$ cat src/rtl/proc_pkg.sv
// Shared definitions for the bus processor and its instruction sequencer.
// Latency: n/a (types, constants and a pure decode function only).
// Backpressure: n/a.
package proc_pkg;

    // Opcodes understood by proc
    localparam logic [1:0] OP_LOAD = 2'b00;
    localparam logic [1:0] OP_MOVE = 2'b01;
    localparam logic [1:0] OP_ADD  = 2'b10;
    localparam logic [1:0] OP_SUB  = 2'b11;

    // Instruction word layout: {F, Rx, Ry, Data}
    localparam int WORD_W   = 14;
    localparam int FIELD_W  = 2;
    localparam int DATA_W   = 8;
    localparam int F_LSB    = 12;
    localparam int RX_LSB   = 10;
    localparam int RY_LSB   = 8;
    localparam int DATA_LSB = 0;

    typedef struct packed {
        logic [FIELD_W-1:0] f;
        logic [FIELD_W-1:0] rx;
        logic [FIELD_W-1:0] ry;
        logic [DATA_W-1:0]  data;
    } instr_t;

    // Sequencer state encoding
    typedef enum logic [1:0] {
        ST_IDLE  = 2'd0,
        ST_ISSUE = 2'd1,
        ST_WAIT  = 2'd2,
        ST_ERROR = 2'd3
    } seq_state_t;

    // Split a raw program word into its fields
    function automatic instr_t decode_word(input logic [WORD_W-1:0] word);
        instr_t i;
        i.f    = word[F_LSB    +: FIELD_W];
        i.rx   = word[RX_LSB   +: FIELD_W];
        i.ry   = word[RY_LSB   +: FIELD_W];
        i.data = word[DATA_LSB +: DATA_W];
        return i;
    endfunction

endpackage

$ cat src/rtl/prog_ram.sv
// Program buffer: DEPTH x 14-bit words, synchronous write, asynchronous read.
// Latency: write visible on the read port the cycle after the write edge.
// Backpressure: none; writes are gated by the owner.
module prog_ram
    import proc_pkg::*;
#(
    parameter int DEPTH = 16,
    parameter int AW    = 4
) (
    input  logic              clk,
    input  logic              wr_en,
    input  logic [AW-1:0]     wr_addr,
    input  logic [WORD_W-1:0] wr_word,
    input  logic [AW-1:0]     rd_addr,
    output logic [WORD_W-1:0] rd_word
);

    logic [WORD_W-1:0] mem [DEPTH];

    // Write port; contents deliberately survive reset
    always_ff @(posedge clk) begin
        if (wr_en) begin
            mem[wr_addr] <= wr_word;
        end
    end

    assign rd_word = mem[rd_addr];

endmodule

$ cat src/rtl/instr_sequencer.sv
// Issues a stored program to proc one instruction at a time with a per-instruction watchdog.
// Latency: Start -> w one cycle later; Done -> next w one cycle later; last Done -> Finished one cycle later.
// Backpressure: each instruction is held until proc raises Done; Start/LoadEn are ignored while busy.
module instr_sequencer
    import proc_pkg::*;
#(
    parameter int DEPTH   = 16,
    parameter int AW      = 4,
    parameter int TIMEOUT = 15
) (
    input  logic              Clock,
    input  logic              Reset,
    input  logic              LoadEn,
    input  logic [AW-1:0]     LoadAddr,
    input  logic [WORD_W-1:0] LoadWord,
    input  logic              Start,
    input  logic [AW-1:0]     LastAddr,
    input  logic              Done,
    output logic [1:0]        F,
    output logic [1:0]        Rx,
    output logic [1:0]        Ry,
    output logic [7:0]        Data,
    output logic              w,
    output logic              Busy,
    output logic [AW-1:0]     Pc,
    output logic              Finished,
    output logic              Error
);

    localparam int WD_W = $clog2(TIMEOUT);

    seq_state_t        state, state_nx;
    logic [AW-1:0]     pc_q, pc_nx;
    logic [AW-1:0]     last_q, last_nx;
    logic [AW-1:0]     rd_addr;
    instr_t            ir_q, ir_nx;
    logic [WD_W-1:0]   wd_q, wd_nx;
    logic              fin_q, fin_nx;
    logic              err_q, err_nx;
    logic              can_accept;
    logic              ram_we;
    logic [WORD_W-1:0] rd_word;

    // Loads and launches are only accepted while no program is in flight
    assign can_accept = (state == ST_IDLE) || (state == ST_ERROR);
    assign ram_we     = LoadEn && can_accept;

    prog_ram #(
        .DEPTH (DEPTH),
        .AW    (AW)
    ) u_prog_ram (
        .clk     (Clock),
        .wr_en   (ram_we),
        .wr_addr (LoadAddr),
        .wr_word (LoadWord),
        .rd_addr (rd_addr),
        .rd_word (rd_word)
    );

    // State and datapath registers; reset returns everything to an idle, zeroed sequencer
    always_ff @(posedge Clock) begin
        if (Reset) begin
            state  <= ST_IDLE;
            pc_q   <= '0;
            last_q <= '0;
            ir_q   <= '0;
            wd_q   <= '0;
            fin_q  <= 1'b0;
            err_q  <= 1'b0;
        end else begin
            state  <= state_nx;
            pc_q   <= pc_nx;
            last_q <= last_nx;
            ir_q   <= ir_nx;
            wd_q   <= wd_nx;
            fin_q  <= fin_nx;
            err_q  <= err_nx;
        end
    end

    // Next-state logic; the single read port is pointed at word 0 when launching
    // and at the following word while waiting, so IR only loads on entry to ISSUE.
    // The watchdog fires when the post-increment count reaches TIMEOUT-1, which
    // lands ERROR exactly TIMEOUT cycles after the ISSUE cycle.
    always_comb begin
        state_nx = state;
        pc_nx    = pc_q;
        last_nx  = last_q;
        ir_nx    = ir_q;
        wd_nx    = wd_q;
        fin_nx   = 1'b0;
        err_nx   = err_q;
        rd_addr  = '0;
        case (state)
            ST_IDLE, ST_ERROR: begin
                if (Start) begin
                    pc_nx    = '0;
                    last_nx  = LastAddr;
                    err_nx   = 1'b0;
                    ir_nx    = decode_word(rd_word);
                    state_nx = ST_ISSUE;
                end
            end
            ST_ISSUE: begin
                wd_nx    = '0;
                state_nx = ST_WAIT;
            end
            ST_WAIT: begin
                rd_addr = pc_q + AW'(1);
                if (Done) begin
                    if (pc_q != last_q) begin
                        pc_nx    = pc_q + AW'(1);
                        ir_nx    = decode_word(rd_word);
                        state_nx = ST_ISSUE;
                    end else begin
                        fin_nx   = 1'b1;
                        state_nx = ST_IDLE;
                    end
                end else begin
                    wd_nx = wd_q + WD_W'(1);
                    if (wd_q == WD_W'(TIMEOUT - 2)) begin
                        err_nx   = 1'b1;
                        state_nx = ST_ERROR;
                    end
                end
            end
            default: begin
                state_nx = ST_IDLE;
            end
        endcase
    end

    assign w        = (state == ST_ISSUE);
    assign Busy     = (state == ST_ISSUE) || (state == ST_WAIT);
    assign Pc       = pc_q;
    assign Finished = fin_q;
    assign Error    = err_q;
    assign F        = ir_q.f;
    assign Rx       = ir_q.rx;
    assign Ry       = ir_q.ry;
    assign Data     = ir_q.data;

endmodule

$ cat config.mk
export PLATFORM = sky130hd
export DESIGN_NAME = instr_sequencer
export DESIGN_NICKNAME = d
export VERILOG_FILES = /design/src/rtl/proc_pkg.sv /design/src/rtl/prog_ram.sv /design/src/rtl/instr_sequencer.sv
export SDC_FILE = /design/constraint.sdc
export NUM_CORES = 1
export LEC_CHECK = 0
export CAP_MARGIN = 20
export CORE_ASPECT_RATIO = 2
export CORE_MARGIN = 5
export CORE_UTILIZATION = 55
export CTS_CLUSTER_DIAMETER = 30
export DETAILED_ROUTE_END_ITERATION = 7
export HOLD_SLACK_MARGIN = 0.03
export PLACE_DENSITY_LB_ADDON = 0.08
export SLEW_MARGIN = 0
export SYNTH_ARGS = -nofsm -noshare
export SYNTH_HDL_FRONTEND = slang
export SYNTH_SLANG_ARGS = --single-unit
$ cat constraint.sdc
create_clock -name Clock -period 3.5 [get_ports Clock]
set_input_delay 0.7 -clock Clock [delete_from_list [all_inputs] [get_ports Clock]]
set_output_delay 0.7 -clock Clock [all_outputs]
set_load 0.02 [all_outputs]
=== Yosys cells after proc, flatten, opt, wreduce, memory -nomap -nowiden ===
Memories as Yosys holds them, arrays and structs flattened.
Cells that the tools add are included.

* Eq/ne operators: 11
* Reduce and logical (&&, ||, !) cells: 13
* Mux-type cells: 23
* Bitwise gates (word level): 2
* Shift operators: 0
* Add/subtract/negate cells: 2
* Divide/modulo/power cells: 0
* $lt $le $gt $ge: 0
* $mul: 0

{| class="wikitable"
|+ Operators with widths
! operator !! count
|-
| 2-to-1 mux 14 bit || 3
|-
| one-hot mux 14 bit (2 select lines) || 1
|-
| 2-to-1 mux 4 bit || 5
|-
| one-hot mux 4 bit (2 select lines) || 2
|-
| inequality test 2 bit, second input constant || 5
|-
| adder 4 x 1 -> 4 bit, second input constant || 2
|-
| AND reduction 4 bit || 2
|-
| 2-to-1 mux 1 bit || 7
|-
| 2-to-1 mux 2 bit || 3
|-
| one-hot mux 2 bit (3 select lines) || 1
|-
| AND reduction 2 bit || 3
|-
| == test 2 bit, second input constant || 2
|-
| == test 4 bit, second input constant || 1
|-
| inequality test 4 bit || 1
|-
| nonzero test 2 bit || 2
|-
| inequality test 3 bit, second input constant || 1
|-
| OR reduction 3 bit || 1
|-
| == test 2 x 1 -> 1 bit, second input constant || 1
|-
| logical NOT 2 bit || 1
|-
| logical OR 1 bit || 2
|-
| NOT 1 bit || 2
|-
| one-hot mux 1 bit (2 select lines) || 1
|-
| OR reduction 2 bit || 1
|-
| logical AND 1 bit || 1
|}

* Output and inout bits: 22
* Bits in latches: 0
* ROM bits: 0
* Flip-flop bits (word level): 30
* Memories kept: 1
* Bits of input ports: 27
* RAM bits: 224

{| class="wikitable"
|+ Memories
! name !! words !! bits a word !! read ports !! clocked after memory_dff !! write ports !! line !! text
|-
| u_prog_ram.mem || 16 || 14 || 1 || 0 || 1 || prog_ram.sv:18 || <nowiki>logic [WORD_W-1:0] mem [DEPTH];</nowiki>
|}

=== Logic depth before layout (Yosys ltp) ===
Gate-level depths: netlist of run 1.
An unclocked memory read counts as a cell.

* Word-level depth: 6
* Gate-level depth with buffers: 9
* Depth with buffers taken out: 7

=== Hierarchy ===
Synthesis of run 1 repeated with hierarchy kept, for this count alone.

* Cell total of the unflattened synthesis: 597
* Area, all modules: 10421.2 um^2

{| class="wikitable"
|+ Modules (own cells, without submodules)
! module !! area an instance (um^2) !! cells an instance !! instances
|-
| prog_ram || 8483.1 || 365 || 1
|-
| instr_sequencer || 1938.1 || 232 || 1
|}

=== Least setup slack after synthesis of run 1 ===
Ideal clock, no wire load.

* Path kind: register to register
* From: register state[0]
* To: memory u_prog_ram.mem[0][0], enable pin
* Library setup time: 0.403 ns
* Buffers on the path: 1
* Setup slack: 0.838 ns
* Data arrival time: 2.259 ns
* Clock period less this slack: 2.662 ns
* Stages on the path, launching flop included: 7
* Cell sequence: dfxtp_1 -> inv_1 -> ha_1 -> buf_2 -> nand2_1 -> or3_1 -> nor3_1

* Word-level cells in the longest chain between the ends: 5
* Elaborated cells on any way between the ends: 6

{| class="wikitable"
|+ RTL lines
! what !! line !! text
|-
| start, declared || instr_sequencer.sv:32 || <nowiki>seq_state_t state, state_nx;</nowiki>
|-
| start signal, assigned || instr_sequencer.sv:71 || <nowiki>state <= state_nx;</nowiki>
|-
| == test 2 bit or logical NOT 2 bit (tied branches) || instr_sequencer.sv:45 || <nowiki>assign can_accept = (state == ST_IDLE) || (state == ST_ERROR);</nowiki>
|-
| logical OR 1 bit * || instr_sequencer.sv:45 ||
|-
| logical AND 1 bit * || instr_sequencer.sv:46 || <nowiki>assign ram_we = LoadEn && can_accept;</nowiki>
|-
| 2-to-1 mux 1 bit * || prog_ram.sv:22 || <nowiki>if (wr_en) begin</nowiki>
|-
| 2-to-1 mux 1 bit (not written as such) * || prog_ram.sv:23 || <nowiki>mem[wr_addr] <= wr_word;</nowiki>
|-
| end, declared || prog_ram.sv:18 ||
|}

Every way passes the cells marked *; elsewhere a longest branch is shown, timed or not.

=== Worst setup path in the final report of run 1 ===
* From: register pc_q[0] (netlist: Pc[0])
* To: output Pc[0]

{| class="wikitable"
|+ RTL lines
! what !! line !! text
|-
| start, declared || instr_sequencer.sv:33 || <nowiki>logic [AW-1:0] pc_q, pc_nx;</nowiki>
|-
| start signal, assigned || instr_sequencer.sv:72 || <nowiki>pc_q <= pc_nx;</nowiki>
|-
| end, declared || instr_sequencer.sv:25 || <nowiki>output logic [AW-1:0] Pc,</nowiki>
|}

No word-level cell between the ends.

==> metrics.txt, run 1 <==
final hold viol count=0; die width=107 um; Final ANT Viol Nets=0; async set-reset flop share out of synthesis=0%; largest net degree at the start of global routing=47; top_reg_cell synth=edfxtp_1; final setup fails=0; Post-synth EDFFs=224; initial antenna violation count=0; global route total overflow=0; Leakage=3.85 nW; skew final=0.0118 ns; TNS Setup=0 ns; total of warnings raised by yosys=0; dpl cells=954; initial core utilization=55.6%; vias in the first global route=6335; IO Count=49; Max Freq=338 MHz; Via-to-Cell Ratio=6.13; fin area=12100 um2; Iter 0 DRT Violations=478; most frequent cell after synthesis=edfxtp_1; clock transition at the registers of the reported paths=0.06 ns; Post-Syn Instances=668; Pre-antenna DRT Iters=5; worst vdd ir=0.000539 V; share of cells above drive strength 1=14.4%; worst path arrival time=2.26 ns; PD cells=577 nW/um2; Final HPWL DP=16.6 mm; Fillers=1347; Layout Cells excl Fill=1007; Post-Synth Adder-Cell Area=0.600%; status=complete, no violations; post-synthesis register bit count=254; Final Wtd Congestion=0.827; min cycle time layout=2.96 ns; Slew HR=32.8%; Ant. Diodes=0; placeable core region=18700 um2; H-tree level count=1; gr usage total=23.2%; Clock Path Buffers=3; max cap viols=0; syn_nets=700; drt wl/cell=25.1 um; synth top area cells=edfxtp_1, dfxtp_1, mux2i_1; Final period util=84.5%; Slew Viols, Final=0; cts hold-fix bufs=0; vias post-DR=6174; class of the most critical setup path=reg -> out; WL final=25.3 mm; CTS tree=yes; Layout Area Growth over Synthesis=16.4%; Critical Path Sink Type=output port; main combinational cell family by area after synthesis=compound AO/OA/AOI/OAI gates; multiplexer area fraction after synthesis=6.02%; worst slew pin tran=1.01 ns; DIE HEIGHT=205 um; final hold slack=0.488 ns; unique cell type count in the Yosys netlist=54; Setup crit start kind=flip-flop; leading area contributor after synthesis=edfxtp_1; Synth Area in Simple Gates=7.35%; # rows=71; Seq/Total Area, Yosys=70.3%; Min-Delay Path Class=reg -> reg; die area=22000 um2; # clock sinks=254; post-synthesis compound-gate area fraction=11.2%; xor/xnor share of the synthesized area=1.13%; first-pass GRT wire length=38.0 mm; Worst-Skew Late Latency=0.54 ns; DP Area=11100 um2; root buf cell=clkbuf_16; syn avg cell area=15.6 um2; Remaining DRCs=0; Post-CTS Setup Bufs=0; CTS buffer count=29; Post-Synthesis Cell Area=10400 um2; unrepaired setup endpoints after global routing=no; worst-path fanout max=39; # nets final=762; Synth top area share=64.5%; top post-synthesis cells by count=edfxtp_1, mux2i_1, nor2_1, dfxtp_1, a221oi_1; port buffer count=48; WP data required=2.80 ns; PostCTS Resize Cnt=0
==> state kept, by name (all words and copies together), names as in the netlist <==
name,count
last_q,4
F,2
Ry,2
Pc,4
Error,1
Finished,1
wd_q,4
Data,8
Rx,2
state,2
u_prog_ram.mem,224
==> through the flow <==
step           worst slack (ns)  util (%)  total power [mW]
6_report                  0.543      64.7              7.00
5_1_grt                   0.453      64.7              7.21
4_1_cts                   0.520      64.7              7.04
3_5_place_dp              0.690      59.5              4.00
3_3_place_gp              0.660      59.5              3.98
2_1_floorplan             0.838         -              3.78
==> cell families (layout without fill, tap and decap cells) <==
group,count (synthesis),after routing
mux,61,61
xor+xnor,10,10
fa+ha+maj,5,5
compound gates,143,143
simple gates,142,142
flops,254,254
buf+inv,53,137
==> worst max-delay path, stage by stage, from the launching register on <==
cell and delay [ns]:
dfxtp_4 0.51, buf_4 0.49, clkdlybuf4s50_1 0.70
==> report_power, final <==
group	switching [mW]	internal [mW]
Sequential	0.0380	3.37
Clock	1.28	1.79
Combinational	0.330	0.203
==> worst paths after layout <==
check / startpoint / slack, ns / end / cells past startpoint
worst max-delay path: Pc[0] / 0.54 / Pc[0] / 2
worst max register to register: Pc[0] / 0.64 / Data[0] / 7
worst min-delay path: last_q[1] / 0.49 / last_q[1] / 2
worst min register to register: last_q[1] / 0.49 / last_q[1] / 2
==> layer usage <==
| layer | track usage, % | part of all wire, % | routed length [um] | vias to the layer above |
|---|---|---|---|---|
| met3 | 2.87 | 5.9 | 1500 | 58 |
| met1 | 28.2 | 38 | 9630 | 3077 |
| met2 | 41.4 | 53 | 13300 | 250 |
| met5 | 0 | 0 | 0 | - |
| met4 | 9.21 | 3.4 | 863 | 0 |
| li1 | - | - | - | 2789 |
==> layout make-up <==
cell class                 instances  area [um2]  area share, %
clock inverter                    22         253           2.08
multi-input combinational        361        2770           22.8
tap                              255         319           2.63
sequential                       254        7330           60.4
inverter                           6        22.5          0.186
clock buffer                      31         733           6.04
timing repair buffer              78         706           5.82
==> cells in the final DEF, fill, tap and decap left out, types with 3 or more instances in the layout <==
cell type	Yosys	final
o32ai_1	26	26
ha_1	5	3
nor2_1	56	56
inv_1	5	5
a22o_1	13	13
clkinv_2	0	4
and3b_1	13	13
xnor2_1	4	4
nand3_1	6	6
edfxtp_1	224	224
nor3_2	0	4
bufinv_16	0	3
nor3_1	7	3
a21oi_1	21	21
clkdlybuf4s50_1	0	48
inv_8	0	5
a221oi_1	27	27
mux2i_1	57	57
nand2b_1	4	4
nor2b_1	4	4
nand2_1	23	23
mux2_2	3	3
o2bb2ai_1	26	26
clkinvlp_4	0	3
buf_4	8	30
a2111oi_0	13	13
a31oi_1	3	3
dfxtp_1	30	29
o21ai_1	3	3
nand3b_1	13	13
clkbuf_16	0	29
clkinv_4	0	3
Power figures use the tool's default switching activity.
==> inputs of run 2 (changes only) <==
--- a/config.mk
+++ b/config.mk
@@ -8,7 +8,7 @@
 export CAP_MARGIN = 20
 export CORE_ASPECT_RATIO = 2
 export CORE_MARGIN = 5
-export CORE_UTILIZATION = 55
+export CORE_UTILIZATION = 54
 export CTS_CLUSTER_DIAMETER = 30
 export DETAILED_ROUTE_END_ITERATION = 7
 export HOLD_SLACK_MARGIN = 0.03
==> constraint.sdc (replaced) <==
create_clock -name Clock -period 2.61 [get_ports Clock]
set_input_delay 0.522 -clock Clock [delete_from_list [all_inputs] [get_ports Clock]]
set_output_delay 0.522 -clock Clock [all_outputs]
set_load 0.02 [all_outputs]
==> run 2 against run 1 <==
Net effect: sequential power is 34% higher; first-iteration DRC count shrank 7.9%; utilization up 0.42 points; sequential share of layout area is 1.8 points lower; flip-flop and latch count did not move; largest cell class unchanged; critical path type unchanged; global-route usage is 0.54 points higher; total power grew 43%; combinational power is 41% higher; clock power is 54% higher.
==> metrics.txt, run 2 (synthesized netlist as in run 1, its figures left out) <==
status=complete, no violations; CTS buffer count=31; worst path arrival time=1.94 ns; Slew HR=37.9%; most common cell after layout, fill and taps aside=edfxtp_1; FF-to-FF setup slack=0.16 ns; worst slew pin tran=0.930 ns; Leakage=4.03 nW; worst r2r dst=Rx[0]; Ant. Diodes=0; Post-CTS Setup Bufs=0; # rows=72; reg-to-reg critical path startpoint=Pc[0]; class of the most critical setup path=reg -> out; most used cell, CP=inv_1; Via-to-Cell Ratio=6.09; first-pass GRT wire length=39.2 mm; IO Count=49; top sig layer=met4; number of flip-flops in the largest register=224; met3 wire length=1.46 mm; final hold viol count=0; placeable core region=19200 um2; met2 WL=13.6 mm; clock transition at the registers of the reported paths=0.06 ns; Slew Viols, Final=0; global route total overflow=0; Clock Path Buffers=3; worst-path fanout max=11; utilization after layout=65.1%; DIE HEIGHT=206 um; share of cells above drive strength 1=16.1%; Biggest register=u_prog_ram.mem; PostCTS Resize Cnt=0; R2R depth=8; Worst-Skew Late Latency=0.54 ns; Final Wtd Congestion=0.847; Final HPWL DP=17.1 mm; port buffer count=48; die area=22300 um2; WL final=25.5 mm; worst setup path start=state[0]; CTS tree=yes; unrepaired setup endpoints after global routing=no; # nets final=780; Critical Path Sink Type=output port; TNS Setup=0 ns; Pre-antenna DRT Iters=5; Setup crit start kind=flip-flop; largest net degree at the start of global routing=55; PD cells=803 nW/um2; commonest cells after routing, fill and taps aside=edfxtp_1, mux2i_1, nor2_1; vias in the first global route=6539; Layout Area Growth over Synthesis=19.9%; initial core utilization=54.3%; max cap viols=0; final setup fails=0; root buf cell=clkbuf_16; worst path cell trace=inv_1, ha_4, inv_1, clkdlybuf4s50_1; M1 wire length=9.57 mm; gr usage total=23.7%; WP data required=2.09 ns; Min-Delay Path Class=reg -> reg; Slowest cell on crit path=clkdlybuf4s50_1; # clock sinks=254; worst vdd ir=0.000582 V; skew final=0.00741 ns; Iter 0 DRT Violations=440; H-tree level count=1; die width=108 um; crit path capture=Busy; Remaining DRCs=0; Final period util=94.4%; Final ANT Viol Nets=0; min cycle time layout=2.46 ns; vias post-DR=6269; drt wl/cell=24.8 um; cts hold-fix bufs=0; initial antenna violation count=0; crit-path max cell delay=0.60 ns; Max Freq=406 MHz
-- run 2: how the worst min path moves through the flow --
stage,start,endpoint,slack [ns],cells past startpoint
6_report,last_q[1],last_q[1],0.49,2
5_1_grt,last_q[1],last_q[1],0.52,2
4_1_cts,last_q[1],last_q[1],0.49,2
3_5_place_dp,last_q[1],last_q[1],0.48,2
3_3_place_gp,last_q[3],last_q[3],0.46,2
2_1_floorplan,last_q[1],last_q[1],0.45,2
-- run 2: area by class of cell --
class,count,area (um2)
clock inverters,24,374
repair buffers,94,888
clock buffers,32,779
inverters,6,22.5
multi-input cells,361,2780
well taps,259,324
fillers,1410,6690
flip-flops and latches,254,7330
-- run 2: per-stage QoR --
step	instances	power (mW)	area [um2]	hold WS (ns)	setup slack [ns]
6_report	1030	10.0	12500	0.488	0.146
5_1_grt	1030	10.3	12500	0.519	0.0125
4_1_cts	1030	10.1	12500	0.487	0.0195
3_5_place_dp	974	5.39	11300	0.480	0.0511
3_3_place_gp	974	5.37	11300	0.459	0.0899
2_1_floorplan	668	5.06	10400	0.449	0.141
-- run 2: per-layer routing --
layer  up-vias  track usage [%]
met4         0             9.07
met2       242             42.5
li1       2836                -
met5         -                0
met3        61             3.47
met1      3130             28.5
-- run 2: power breakdown --
group / total, mW / internal (mW) / switching (mW)
Sequential: 4.57 / 4.52 / 0.0490
Clock: 4.72 / 3.07 / 1.65
Combinational: 0.754 / 0.298 / 0.456
-- run 2: worst max-delay path: cells and delay by family, from the launching register on --
kind / cells / cell delay, ns
fa+ha+maj: 1 / 0.30
buf+inv: 3 / 0.76
flops: 1 / 0.34
==> inputs of run 3 (changes only) <==
--- a/config.mk
+++ b/config.mk
@@ -8,11 +8,12 @@
 export CAP_MARGIN = 20
 export CORE_ASPECT_RATIO = 2
 export CORE_MARGIN = 5
-export CORE_UTILIZATION = 54
+export CORE_UTILIZATION = 55
 export CTS_CLUSTER_DIAMETER = 30
 export DETAILED_ROUTE_END_ITERATION = 7
+export DONT_BUFFER_PORTS = 1
 export HOLD_SLACK_MARGIN = 0.03
-export PLACE_DENSITY_LB_ADDON = 0.08
+export PLACE_DENSITY = 0.7
 export SLEW_MARGIN = 0
 export SYNTH_ARGS = -nofsm -noshare
 export SYNTH_HDL_FRONTEND = slang
==> constraint.sdc (replaced) <==
create_clock -name Clock -period 3 [get_ports Clock]
set_input_delay 0.6 -clock Clock [delete_from_list [all_inputs] [get_ports Clock]]
set_output_delay 0.6 -clock Clock [all_outputs]
set_load 0.02 [all_outputs]
==> run 3 against run 2 <==
Net effect: clock power shrank 33%; via count shrank 1.7%; critical path depth grew 2; total power shrank 24%; setup slack gained 0.27 ns; combinational power shrank 41%; largest power group is now sequential cells; highest routed layer is now met5.
==> metrics.txt, run 3 (synthesized netlist as in run 1, its figures left out) <==
status=complete, no violations; Via-to-Cell Ratio=6.38; Clock Path Buffers=3; min cycle time layout=2.59 ns; FF-to-FF setup slack=0.41 ns; worst vdd ir=0.000534 V; clock transition at the registers of the reported paths=0.06 ns; class of the most critical setup path=reg -> reg; R2R depth=6; Pre-antenna DRT Iters=5; port buffer count=0; Final period util=86.2%; root buf cell=clkbuf_16; initial core utilization=55.6%; placeable core region=18700 um2; Layout Area Growth over Synthesis=11.5%; Remaining DRCs=0; die width=107 um; # rows=71; share of cells above drive strength 1=15.7%; hold depth=1; WL final=25.7 mm; DIE HEIGHT=205 um; die area=22000 um2; cts hold-fix bufs=0; final hold viol count=0; IO Count=49; DP Area=10700 um2; drt wl/cell=26.6 um; Max Freq=387 MHz; # clock sinks=254; worst path arrival time=3.01 ns; # nets final=721; Post-CTS Setup Bufs=0; global route total overflow=0; first-pass GRT wire length=38.4 mm; worst-path fanout max=28; Final Wtd Congestion=0.874; initial antenna violation count=1; PostCTS Resize Cnt=0; vias in the first global route=6399; vias post-DR=6161; CTS tree=yes; max cap viols=0; Biggest register=u_prog_ram.mem; unrepaired setup endpoints after global routing=no; Iter 0 DRT Violations=640; Worst-Skew Late Latency=0.54 ns; Final HPWL DP=17.0 mm; PD cells=656 nW/um2; Setup crit start kind=flip-flop; Leakage=3.66 nW; CTS buffer count=27; largest net degree at the start of global routing=105; H-tree level count=1; Slew HR=49.2%; worst slew pin tran=0.761 ns; WP data required=3.42 ns; TNS Setup=0 ns; commonest cells after routing, fill and taps aside=edfxtp_1, mux2i_1, nor2_1; fin area=11600 um2; Slew Viols, Final=0; most common cell after layout, fill and taps aside=edfxtp_1; skew final=0.0137 ns; Min-Delay Path Class=in -> reg; Critical Path Sink Type=flip-flop; number of flip-flops in the largest register=224; Final ANT Viol Nets=0; final setup fails=0; gr usage total=23.8%
[run 3: cell types whose count changed in the layout (fill, tap and decap cells not counted), sizes merged]
cell | previous run | this run
diode | 0 | 2
buf | 46 | 39
clkbuf | 32 | 30
clkinv | 10 | 11
clkdlybuf4s50 | 48 | 0
bufinv | 9 | 0
inv | 9 | 12
[run 3: area by class of cell]
| class | instances | area (um2) |
|---|---|---|
| fill | 1396 | 7130 |
| tap | 255 | 319 |
| multi-input combinational | 361 | 2770 |
| clock buffer | 30 | 687 |
| clock inverter | 19 | 175 |
| sequential | 254 | 7330 |
| inverter | 6 | 22.5 |
| antenna | 2 | 5.00 |
| timing repair buffer | 39 | 309 |
[run 3: layer usage]
layer / routed length (um) / track usage [%] / vias to the layer above
li1: - / - / 2716
met5: 13 / 0 / -
met4: 1460 / 13.4 / 2
met2: 13100 / 40.9 / 293
met1: 9040 / 26.8 / 3068
met3: 2040 / 5.74 / 82
[run 3: worst max-delay path, cell delays in order, from the launching register on]
cell and delay (ns):
dfxtp_4 0.35, ha_2 0.57, and2b_4 0.32, nand2b_4 0.32, a222oi_1 0.46, o21ai_1 0.14, a32o_1 0.29
[run 3: power by group]
part           leakage, nW  internal, mW  switching (mW)
Combinational        0.979         0.159           0.284
Clock                0.418          1.72            1.44
Sequential            2.27          3.93          0.0902
Total                 3.66          5.80            1.82
[run 3: through the flow]
step	cells	utilization, %	hold slack [ns]	worst slack, ns	power (mW)
after floorplan	668	-	0.449	0.338	4.41
after global placement	914	57.3	0.449	0.372	4.51
after detailed placement	915	57.3	0.470	0.469	4.53
after CTS	964	61.9	0.112	0.424	7.66
after global routing	964	61.9	0.118	0.309	7.86
final	966	62.0	0.132	0.413	7.62
[run 3: final timing paths]
kind / start / end
worst max-delay path: Pc[0] / F[0]
worst min-delay path: Reset / last_q[3]
worst min register to register: last_q[3] / last_q[3]
worst max register to register: Pc[0] / F[0]
==> RTL edit: new RTL, settings of run 3 <==
Reset style: asynchronous (`Reset`), changed in one clocked block.
--- a/src/rtl/instr_sequencer.sv
+++ b/src/rtl/instr_sequencer.sv
@@ -58,7 +58,7 @@
     );
 
     // State and datapath registers; reset returns everything to an idle, zeroed sequencer
-    always_ff @(posedge Clock) begin
+    always_ff @(posedge Clock or posedge Reset) begin
         if (Reset) begin
             state  <= ST_IDLE;
             pc_q   <= '0;
Behaviour: differs if Reset is asserted again (counterexample within 4 cycles, from zero or initial values and one cycle with Reset high); with Reset held inactive, the same outputs for 4 cycles.
==> RTL edit against run 3 <==
  * Design area increased by 3.1%
  * Highest routed layer is now met4
  * Cell count increased by 6.4%
  * Critical path type unchanged
  * Worst setup slack worse by 0.15 ns
  * Wire length increased by 1.6%
  * Sequential cell count stayed put
  * Area after synthesis up 0.36%
  * Count of clock-buffer cells in the layout is 4 higher
  * Critical endpoint is now Data[2]
Power is not compared: it rests on default switching activity, and its combinational part moved more than twofold at a synthesized area within 25%.
==> RTL edit: results (changes against run 3) <==
[detailed_routing]
m1WireLength_mm = 8.598  ; -4.9%
wl_met3_mm = 1.999  ; -1.8%
via_per_inst = 6.332  ; -0.72%
topRoutingLayerUsed = met4

[sta]
fin_skew_ns = 0.008512  ; -0.005201 ns

[layout]
multi_input_cells = 413  ; +14%
seq_share_pct = 62.43  ; -0.68 points
layout-drive-gt1-share_pct = 17.08  ; +1.4 points
nNonClkBuffers = 46  ; +18%
multi_input_area_um2 = 2801  ; +1.2%
inv_count = 8  ; +2

[yosys]
yosys.area_share.xor_xnor_pct = 0.7417  ; -0.39 points
yosysSeqAreaShare_pct = 71.49  ; +1.2 points
async_flop_share_pct = 11.81  ; +12 points
synthAdderAreaFrac_pct = 0.7178  ; +0.12 points
synthMuxAreaShare_pct = 7.656  ; +1.6 points
syn-num-nets = 752  ; +7.4%
synth_compound_area_share_pct = 7.585  ; -3.6 points
synth_commonest_cells = 224 x edfxtp_1, 79 x nand2_1, 40 x nand3_1, 36 x nor2_1, 35 x mux2i_1

[global_routing]
met1_usage_pct = 26.42  ; -0.38 points
grt_max_degree = 56  ; -47%
grt_pass1_vias = 6703  ; +4.8%
grt_pass1_wl_mm = 39.39  ; +2.6%
track_usage_pct = 24.16  ; +0.38 points
grt_use_met3_pct = 4.037  ; -1.7 points
antenna_found_initial = 0  ; -1

[worst_setup_path]
worstPathMaxFanout = 22  ; -21%
crit_arrival_ns = 3.15  ; +0.14 ns
r2r_start = state[0]
crit_family = multiplexers
rr_worst_depth = 7  ; +1

[placed_design]
gp_congestion = 0.9207  ; +5.3%
place_hpwl_mm = 17.31  ; +1.7%

[worst_hold_path]
hold_class = input pin to async pin

[clock_tree]
cts_buffers = 28  ; +3.7%

[run_status]
status = complete, no violations

-- RTL edit: changes by cell type after synthesis, moves of 22 or more --
| cell | delta |
|---|---|
| nand2_1 | +56 |
| nand4_1 | +24 |
| o21ai_0 | +23 |
| dfrtp_1 | +30 |
| dfxtp_1 | -30 |
| nand3_1 | +34 |
| o32ai_1 | -25 |
| mux2i_1 | -22 |
| o2bb2ai_1 | -26 |
-- RTL edit: per-stage QoR --
step | total power, mW | instance area, um^2 | util, % | worst slack (ns) | instances
detailed placement | 6.109 | 11000 | 58.68 | 0.2887 | 976
global placement | 6.051 | 11000 | 58.68 | 0.3886 | 976
finish | 9.594 | 11980 | 63.91 | 0.2621 | 1028
global route | 9.938 | 11980 | 63.91 | 0.08422 | 1028
floorplan | 5.530 | 10460 | - | 0.4026 | 719
CTS | 9.626 | 11980 | 63.91 | 0.2714 | 1028
